--- config.mk ---
export PLATFORM = sky130hd
export DESIGN_NAME = bcd_serial_sub
export DESIGN_NICKNAME = d
export VERILOG_FILES = /design/src/rtl/bcd_serial_sub_pkg.sv /design/src/rtl/bcd_digit_sub.sv /design/src/rtl/bcd_serial_sub.sv
export SDC_FILE = /design/constraint.sdc
export NUM_CORES = 1
export LEC_CHECK = 0
export CORE_ASPECT_RATIO = 0.7
export CORE_UTILIZATION = 45
export CTS_CLUSTER_SIZE = 30
export DETAILED_ROUTE_END_ITERATION = 7
export PLACE_DENSITY_LB_ADDON = 0.15
export SYNTH_ARGS = -nofsm -noshare
export SYNTH_HDL_FRONTEND = slang
export SYNTH_SLANG_ARGS = --single-unit
--- constraint.sdc ---
create_clock -name clk -period 3.1 [get_ports clk]
set_clock_uncertainty 0.1 [all_clocks]
set_input_delay 0.62 -clock clk [delete_from_list [all_inputs] [get_ports clk]]
set_output_delay 0.62 -clock clk [all_outputs]
set_load 0.05 [all_outputs]
--- src/rtl/bcd_serial_sub_pkg.sv ---
// -----------------------------------------------------------------------------
// bcd_serial_sub_pkg
// Shared definitions for the digit-serial BCD subtractor: FSM state encoding,
// BCD digit width and radix constants, and a digit validity helper.
// -----------------------------------------------------------------------------
package bcd_serial_sub_pkg;

    localparam int DIGIT_W = 4;
    localparam logic [3:0] BCD_MAX   = 4'd9;
    localparam logic [4:0] BCD_RADIX = 5'd10;

    typedef enum logic [2:0] {
        ST_IDLE  = 3'd0,
        ST_CHECK = 3'd1,
        ST_SUB   = 3'd2,
        ST_NEG   = 3'd3,
        ST_DONE  = 3'd4
    } state_t;

    // True when a 4-bit nibble is not a legal BCD digit.
    function automatic logic digit_invalid(input logic [3:0] d);
        return (d > BCD_MAX);
    endfunction

endpackage

--- src/rtl/bcd_digit_sub.sv ---
// -----------------------------------------------------------------------------
// bcd_digit_sub
// Combinational single-digit BCD subtractor: d = x - y - bin, wrapped into
// 0..9 by adding the radix when the difference goes negative.
// Ports:
//   i_x    [3:0]  minuend digit (0..9)
//   i_y    [3:0]  subtrahend digit (0..9)
//   i_bin         borrow in
//   o_d    [3:0]  result digit (0..9)
//   o_bout        borrow out
// -----------------------------------------------------------------------------
module bcd_digit_sub
    import bcd_serial_sub_pkg::*;
(
    input  logic [3:0] i_x,
    input  logic [3:0] i_y,
    input  logic       i_bin,
    output logic [3:0] o_d,
    output logic       o_bout
);

    logic [4:0] w_t;
    logic [4:0] w_fix;

    // Five-bit two's-complement difference; bit 4 set means it went negative
    // (range is -10..9, so it never wraps past the sign bit).
    always_comb begin
        w_t   = {1'b0, i_x} - {1'b0, i_y} - {4'd0, i_bin};
        w_fix = w_t + BCD_RADIX;
        if (w_t[4]) begin
            o_d    = w_fix[3:0];
            o_bout = 1'b1;
        end else begin
            o_d    = w_t[3:0];
            o_bout = 1'b0;
        end
    end

endmodule

--- src/rtl/bcd_serial_sub.sv ---
// -----------------------------------------------------------------------------
// bcd_serial_sub
// Digit-serial NDIG-digit BCD subtractor producing |A-B| in sign-magnitude.
// One digit per clock, least significant digit first. A negative result is
// first formed as the ten's complement and then converted to magnitude by a
// second pass (0 - diff) through the same digit subtractor.
// Ports:
//   clk                 clock, rising edge
//   rst                 synchronous active-high reset
//   start               operation request, honoured only in IDLE
//   a    [4*NDIG-1:0]   minuend, packed BCD, digit 0 = LSD
//   b    [4*NDIG-1:0]   subtrahend, same packing
//   busy                operation in progress
//   done                one-cycle result-valid pulse
//   diff [4*NDIG-1:0]   magnitude of A-B, packed BCD
//   neg                 A < B
//   invalid             a latched operand digit exceeded 9
// -----------------------------------------------------------------------------
module bcd_serial_sub
    import bcd_serial_sub_pkg::*;
#(
    parameter int NDIG = 4
) (
    input  logic                    clk,
    input  logic                    rst,
    input  logic                    start,
    input  logic [DIGIT_W*NDIG-1:0] a,
    input  logic [DIGIT_W*NDIG-1:0] b,
    output logic                    busy,
    output logic                    done,
    output logic [DIGIT_W*NDIG-1:0] diff,
    output logic                    neg,
    output logic                    invalid
);

    localparam int W     = DIGIT_W * NDIG;
    localparam int IDX_W = (NDIG > 1) ? $clog2(NDIG) : 1;
    localparam logic [IDX_W-1:0] LAST_IDX = IDX_W'(NDIG - 1);
    localparam logic [IDX_W-1:0] IDX_ONE  = IDX_W'(1);
    localparam logic [IDX_W-1:0] IDX_ZERO = IDX_W'(0);

    state_t           r_state;
    logic [W-1:0]     r_a;
    logic [W-1:0]     r_b;
    logic [W-1:0]     r_diff;
    logic [IDX_W-1:0] r_idx;
    logic             r_borrow;
    logic             r_busy;
    logic             r_done;
    logic             r_neg;
    logic             r_invalid;

    logic             w_any_bad;
    logic [3:0]       w_x;
    logic [3:0]       w_y;
    logic [3:0]       w_d;
    logic             w_bout;
    logic             w_last;

    // Scan every latched operand digit for non-BCD codes.
    always_comb begin
        w_any_bad = 1'b0;
        for (int i = 0; i < NDIG; i++) begin
            if (digit_invalid(r_a[i*DIGIT_W +: DIGIT_W]) ||
                digit_invalid(r_b[i*DIGIT_W +: DIGIT_W])) begin
                w_any_bad = 1'b1;
            end else begin
                w_any_bad = w_any_bad;
            end
        end
    end

    // Operand mux: SUB pass uses a_k - b_k, NEG pass uses 0 - diff_k.
    always_comb begin
        if (r_state == ST_NEG) begin
            w_x = 4'd0;
            w_y = r_diff[r_idx*DIGIT_W +: DIGIT_W];
        end else begin
            w_x = r_a[r_idx*DIGIT_W +: DIGIT_W];
            w_y = r_b[r_idx*DIGIT_W +: DIGIT_W];
        end
    end

    assign w_last = (r_idx == LAST_IDX);

    bcd_digit_sub u_digit (
        .i_x    (w_x),
        .i_y    (w_y),
        .i_bin  (r_borrow),
        .o_d    (w_d),
        .o_bout (w_bout)
    );

    // Control FSM with registered outputs and datapath registers.
    always_ff @(posedge clk) begin
        if (rst) begin
            r_state   <= ST_IDLE;
            r_a       <= '0;
            r_b       <= '0;
            r_diff    <= '0;
            r_idx     <= IDX_ZERO;
            r_borrow  <= 1'b0;
            r_busy    <= 1'b0;
            r_done    <= 1'b0;
            r_neg     <= 1'b0;
            r_invalid <= 1'b0;
        end else begin
            case (r_state)
                ST_IDLE: begin
                    if (start) begin
                        r_a       <= a;
                        r_b       <= b;
                        r_borrow  <= 1'b0;
                        r_idx     <= IDX_ZERO;
                        r_busy    <= 1'b1;
                        r_done    <= 1'b0;
                        r_neg     <= 1'b0;
                        r_invalid <= 1'b0;
                        r_state   <= ST_CHECK;
                    end else begin
                        r_done    <= 1'b0;
                    end
                end
                ST_CHECK: begin
                    if (w_any_bad) begin
                        r_diff    <= '0;
                        r_neg     <= 1'b0;
                        r_invalid <= 1'b1;
                        r_busy    <= 1'b0;
                        r_done    <= 1'b1;
                        r_state   <= ST_DONE;
                    end else begin
                        r_invalid <= 1'b0;
                        r_state   <= ST_SUB;
                    end
                end
                ST_SUB: begin
                    r_diff[r_idx*DIGIT_W +: DIGIT_W] <= w_d;
                    if (w_last) begin
                        // A final borrow means the result is 10^NDIG - |A-B|.
                        if (w_bout) begin
                            r_neg    <= 1'b1;
                            r_borrow <= 1'b0;
                            r_idx    <= IDX_ZERO;
                            r_state  <= ST_NEG;
                        end else begin
                            r_neg    <= 1'b0;
                            r_busy   <= 1'b0;
                            r_done   <= 1'b1;
                            r_state  <= ST_DONE;
                        end
                    end else begin
                        r_borrow <= w_bout;
                        r_idx    <= r_idx + IDX_ONE;
                    end
                end
                ST_NEG: begin
                    r_diff[r_idx*DIGIT_W +: DIGIT_W] <= w_d;
                    if (w_last) begin
                        r_busy  <= 1'b0;
                        r_done  <= 1'b1;
                        r_state <= ST_DONE;
                    end else begin
                        r_borrow <= w_bout;
                        r_idx    <= r_idx + IDX_ONE;
                    end
                end
                ST_DONE: begin
                    // start is deliberately not sampled here.
                    r_done  <= 1'b0;
                    r_state <= ST_IDLE;
                end
                default: begin
                    r_busy  <= 1'b0;
                    r_done  <= 1'b0;
                    r_state <= ST_IDLE;
                end
            endcase
        end
    end

    assign busy    = r_busy;
    assign done    = r_done;
    assign diff    = r_diff;
    assign neg     = r_neg;
    assign invalid = r_invalid;

endmodule

==> results.json <==
{
  "clock_latency_ns": 0.33,
  "drcViolationCount": 0,
  "wirelength_mm": 8.25,
  "syn_area_per_cell_um2": 8.56,
  "routedWlPerCell_um": 16.4,
  "synth_cells": 344,
  "critical_path_arrival_ns": 3.24,
  "worst_slack_ns": 0.0233,
  "ir_worst_vdd_uv": 292,
  "grt_first_pass_wirelength_mm": 13.4,
  "dp.final_hpwl_mm": 6.04,
  "grt.total_usage_pct": 25.4,
  "rows": 24,
  "overflow": 0,
  "slew_viol_final": 0,
  "syn_nets": 390,
  "maxSlewHeadroom_pct": 61.2,
  "fillCellCount": 526,
  "drive_gt1_share_pct": 22.8,
  "finalSetupViolCount": 0,
  "grt-busiest-layer": "met2",
  "cts_tree": "built",
  "dp_slack_ns": -0.0470,
  "core_mm2": 0.00628,
  "startpoint_type": "flop",
  "use_met3_pct": 6.25,
  "crit_path_max_fanout": 7,
  "ys_seq_elements": 58,
  "cts.path.max_buffers": 2,
  "power_frac_clock_pct": 32.7,
  "crit-reg2reg-capture": "diff[9]",
  "synth_area_mm2": 0.00294,
  "min_period_ns": 3.08,
  "hold_path.class": "reg -> reg",
  "path_clk_slew_ns": 0.06,
  "power_mw": 2.67,
  "timing.rr.start": "r_idx[0]",
  "endpoint": "diff[9]",
  "post-route-util_pct": 66.6,
  "gr-usage-met2_pct": 37.3,
  "ys_warn_count": 0,
  "die_y_um": 69.7,
  "cts-buffers-inserted": 9,
  "cts_root_buf": "clkbuf_8",
  "drtPass1Iterations": 4,
  "antenna_found_initial": 0,
  "power_frac_seq_pct": 32.2,
  "switching_share_pct": 30.9,
  "via_per_inst": 5.63,
  "ys_seq_area_share_pct": 39.4,
  "io_pins": 55,
  "cp-end-kind": "flop",
  "p_leak_nw": 1.57,
  "p_switching_mw": 0.824,
  "place_congestion": 0.899,
  "pwr-share-comb_pct": 35.1,
  "seqCellArea_mm2": 0.00117,
  "ff2ff_setup_slack_ns": 0.02,
  "async_flop_share_pct": 0,
  "power.internal_mw": 1.84,
  "multi_input_area_mm2": 0.00180,
  "antenna_left": 0,
  "via_count": 2834,
  "timing.fmax_mhz": 325,
  "area_delta_synth_final_pct": 42.1,
  "cap_violations": 0,
  "die_x_um": 98.7,
  "clock-sinks": 58,
  "ys.flop_type": "dfxtp_1",
  "grt_max_degree": 49,
  "portBuffers": 54,
  "period_share_pct": 99.2,
  "worstSetupPathType": "reg -> reg",
  "powerDensity_mw_per_mm2": 638,
  "grt_pass1_vias": 2662,
  "drtIter0Drc": 127,
  "finalHoldViolCount": 0,
  "rsz0062_at_grt": "true",
  "start_util_pct": 46.9,
  "antenna_cells": 0,
  "reg2reg_depth": 12,
  "worst_pin_slew_ns": 0.582,
  "required_ns": 3.26,
  "yosys.cell_types.count": 51,
  "layout.nets": 466,
  "gr-usage-met1_pct": 35.9,
  "cts.htree.levels": 3,
  "synth_edf_count": 0,
  "die-area_mm2": 0.00688,
  "outcome": "finished clean",
  "crit_start": "r_idx[0]"
}
-- per-stage QoR --
step	cell area, um2	hold WS (ns)	cells	TNS, ns
detailed placement	3750	0.352	484	-0.380
floorplan	2980	0.333	344	0
finish	4180	0.360	503	0
global route	4180	0.391	503	-0.896
CTS	4090	0.361	503	-0.0251
global placement	3750	0.351	484	-0.0112
-- timing repair --
item / CTS / global route
pin swaps: 15 / 8
hold buffers: 0 / 0
endpoints found under the setup margin: 13 / 20
buffers inserted: 3 / 1
gates resized for setup: 12 / 23
-- state kept, by name, summed over array words and instances, names as in the netlist --
signal / flops
done: 1
neg: 1
busy: 1
r_state: 3
invalid: 1
r_borrow: 1
r_idx: 2
r_a: 16
r_b: 16
diff: 16
-- area by class of cell --
| type | count | share of cell area, % |
|---|---|---|
| clock buffer | 12 | 3.71 |
| clock inverter | 4 | 2.33 |
| inverter | 8 | 0.838 |
| multi-input combinational | 257 | 43.1 |
| sequential | 58 | 27.9 |
| tap | 78 | 2.33 |
| timing repair buffer | 86 | 19.8 |
-- metal layers --
layer  routed length [um]  vias to the layer above
li1                     -                     1369
met1                 3900                     1346
met2                 3640                      110
met3                  587                        9
met4                  121                        0
met5                    0                        -
-- power groups by stage --
stage / logic, mW / registers, mW / clock network [mW]
floorplan: 0.448 / 0.885 / 0
global placement: 0.746 / 0.869 / 0
detailed placement: 0.755 / 0.871 / 0
CTS: 0.854 / 0.856 / 0.882
global route: 1.01 / 0.864 / 0.917
finish: 0.936 / 0.858 / 0.873
-- synthesized netlist by cell type, types with 5 or more instances --
master     n  area [um2]
o21ai_0   17        85.1
mux4_2    12         270
nand3_1   11        55.1
dfxtp_1   58        1160
nand2_1   83         312
nand2b_1   5        31.3
ha_1       9         113
buf_2      7        35.0
a21oi_1   43         215
inv_1      6        22.5
nor2_1    12        45.0
clkbuf_1  13        48.8
-- worst max-delay path, stage by stage (launching register included) --
cell	delay, ns
dfxtp_4	0.42
mux4_2	0.53
nand2_2	0.11
fa_2	0.20
inv_2	0.04
fa_2	0.38
nand2b_1	0.17
a211o_1	0.31
and2_4	0.19
buf_12	0.12
xor2_1	0.13
buf_4	0.16
o22ai_2	0.15
-- cells in the final DEF, fill, tap and decap left out, drive strengths merged, types with 2 or more instances in the layout --
cell,instances
mux4,12
o21ai,18
xor2,3
o22ai,3
clkbuf,12
and2,4
a211oi,2
nand4b,4
nand4,3
nor2,12
nor3,4
fa,2
nand2b,5
clkdlybuf4s50,54
inv,6
dfxtp,58
buf,32
a32o,4
a21oi,44
o31ai,2
nor2b,4
clkinv,2
ha,9
nand3,11
or2,3
mux2i,4
nand2,83
bufinv,3
-- worst min path at each step --
stage          slack [ns]  depth (start not counted)    from     end
2_1_floorplan        0.33                          2  r_a[8]  r_a[8]
3_3_place_gp         0.35                          2  r_a[0]  r_a[0]
3_5_place_dp         0.35                          2  r_a[0]  r_a[0]
4_1_cts              0.36                          2  r_a[0]  r_a[0]
5_1_grt              0.39                          2     neg     neg
6_report             0.36                          2  r_a[0]  r_a[0]
-- cell families after synthesis --
logic type | after synthesis | share of synthesized area, %
muxes | 17 | 10.9
buffers and inverters | 29 | 3.99
and+or+nand+nor | 141 | 22.0
xor gates and xnor gates | 4 | 1.19
DFF | 58 | 39.4
adders and majority gates | 11 | 5.18
AOI/OAI and AO/OA | 84 | 17.3
No activity file was read; power rests on OpenSTA's default activity.
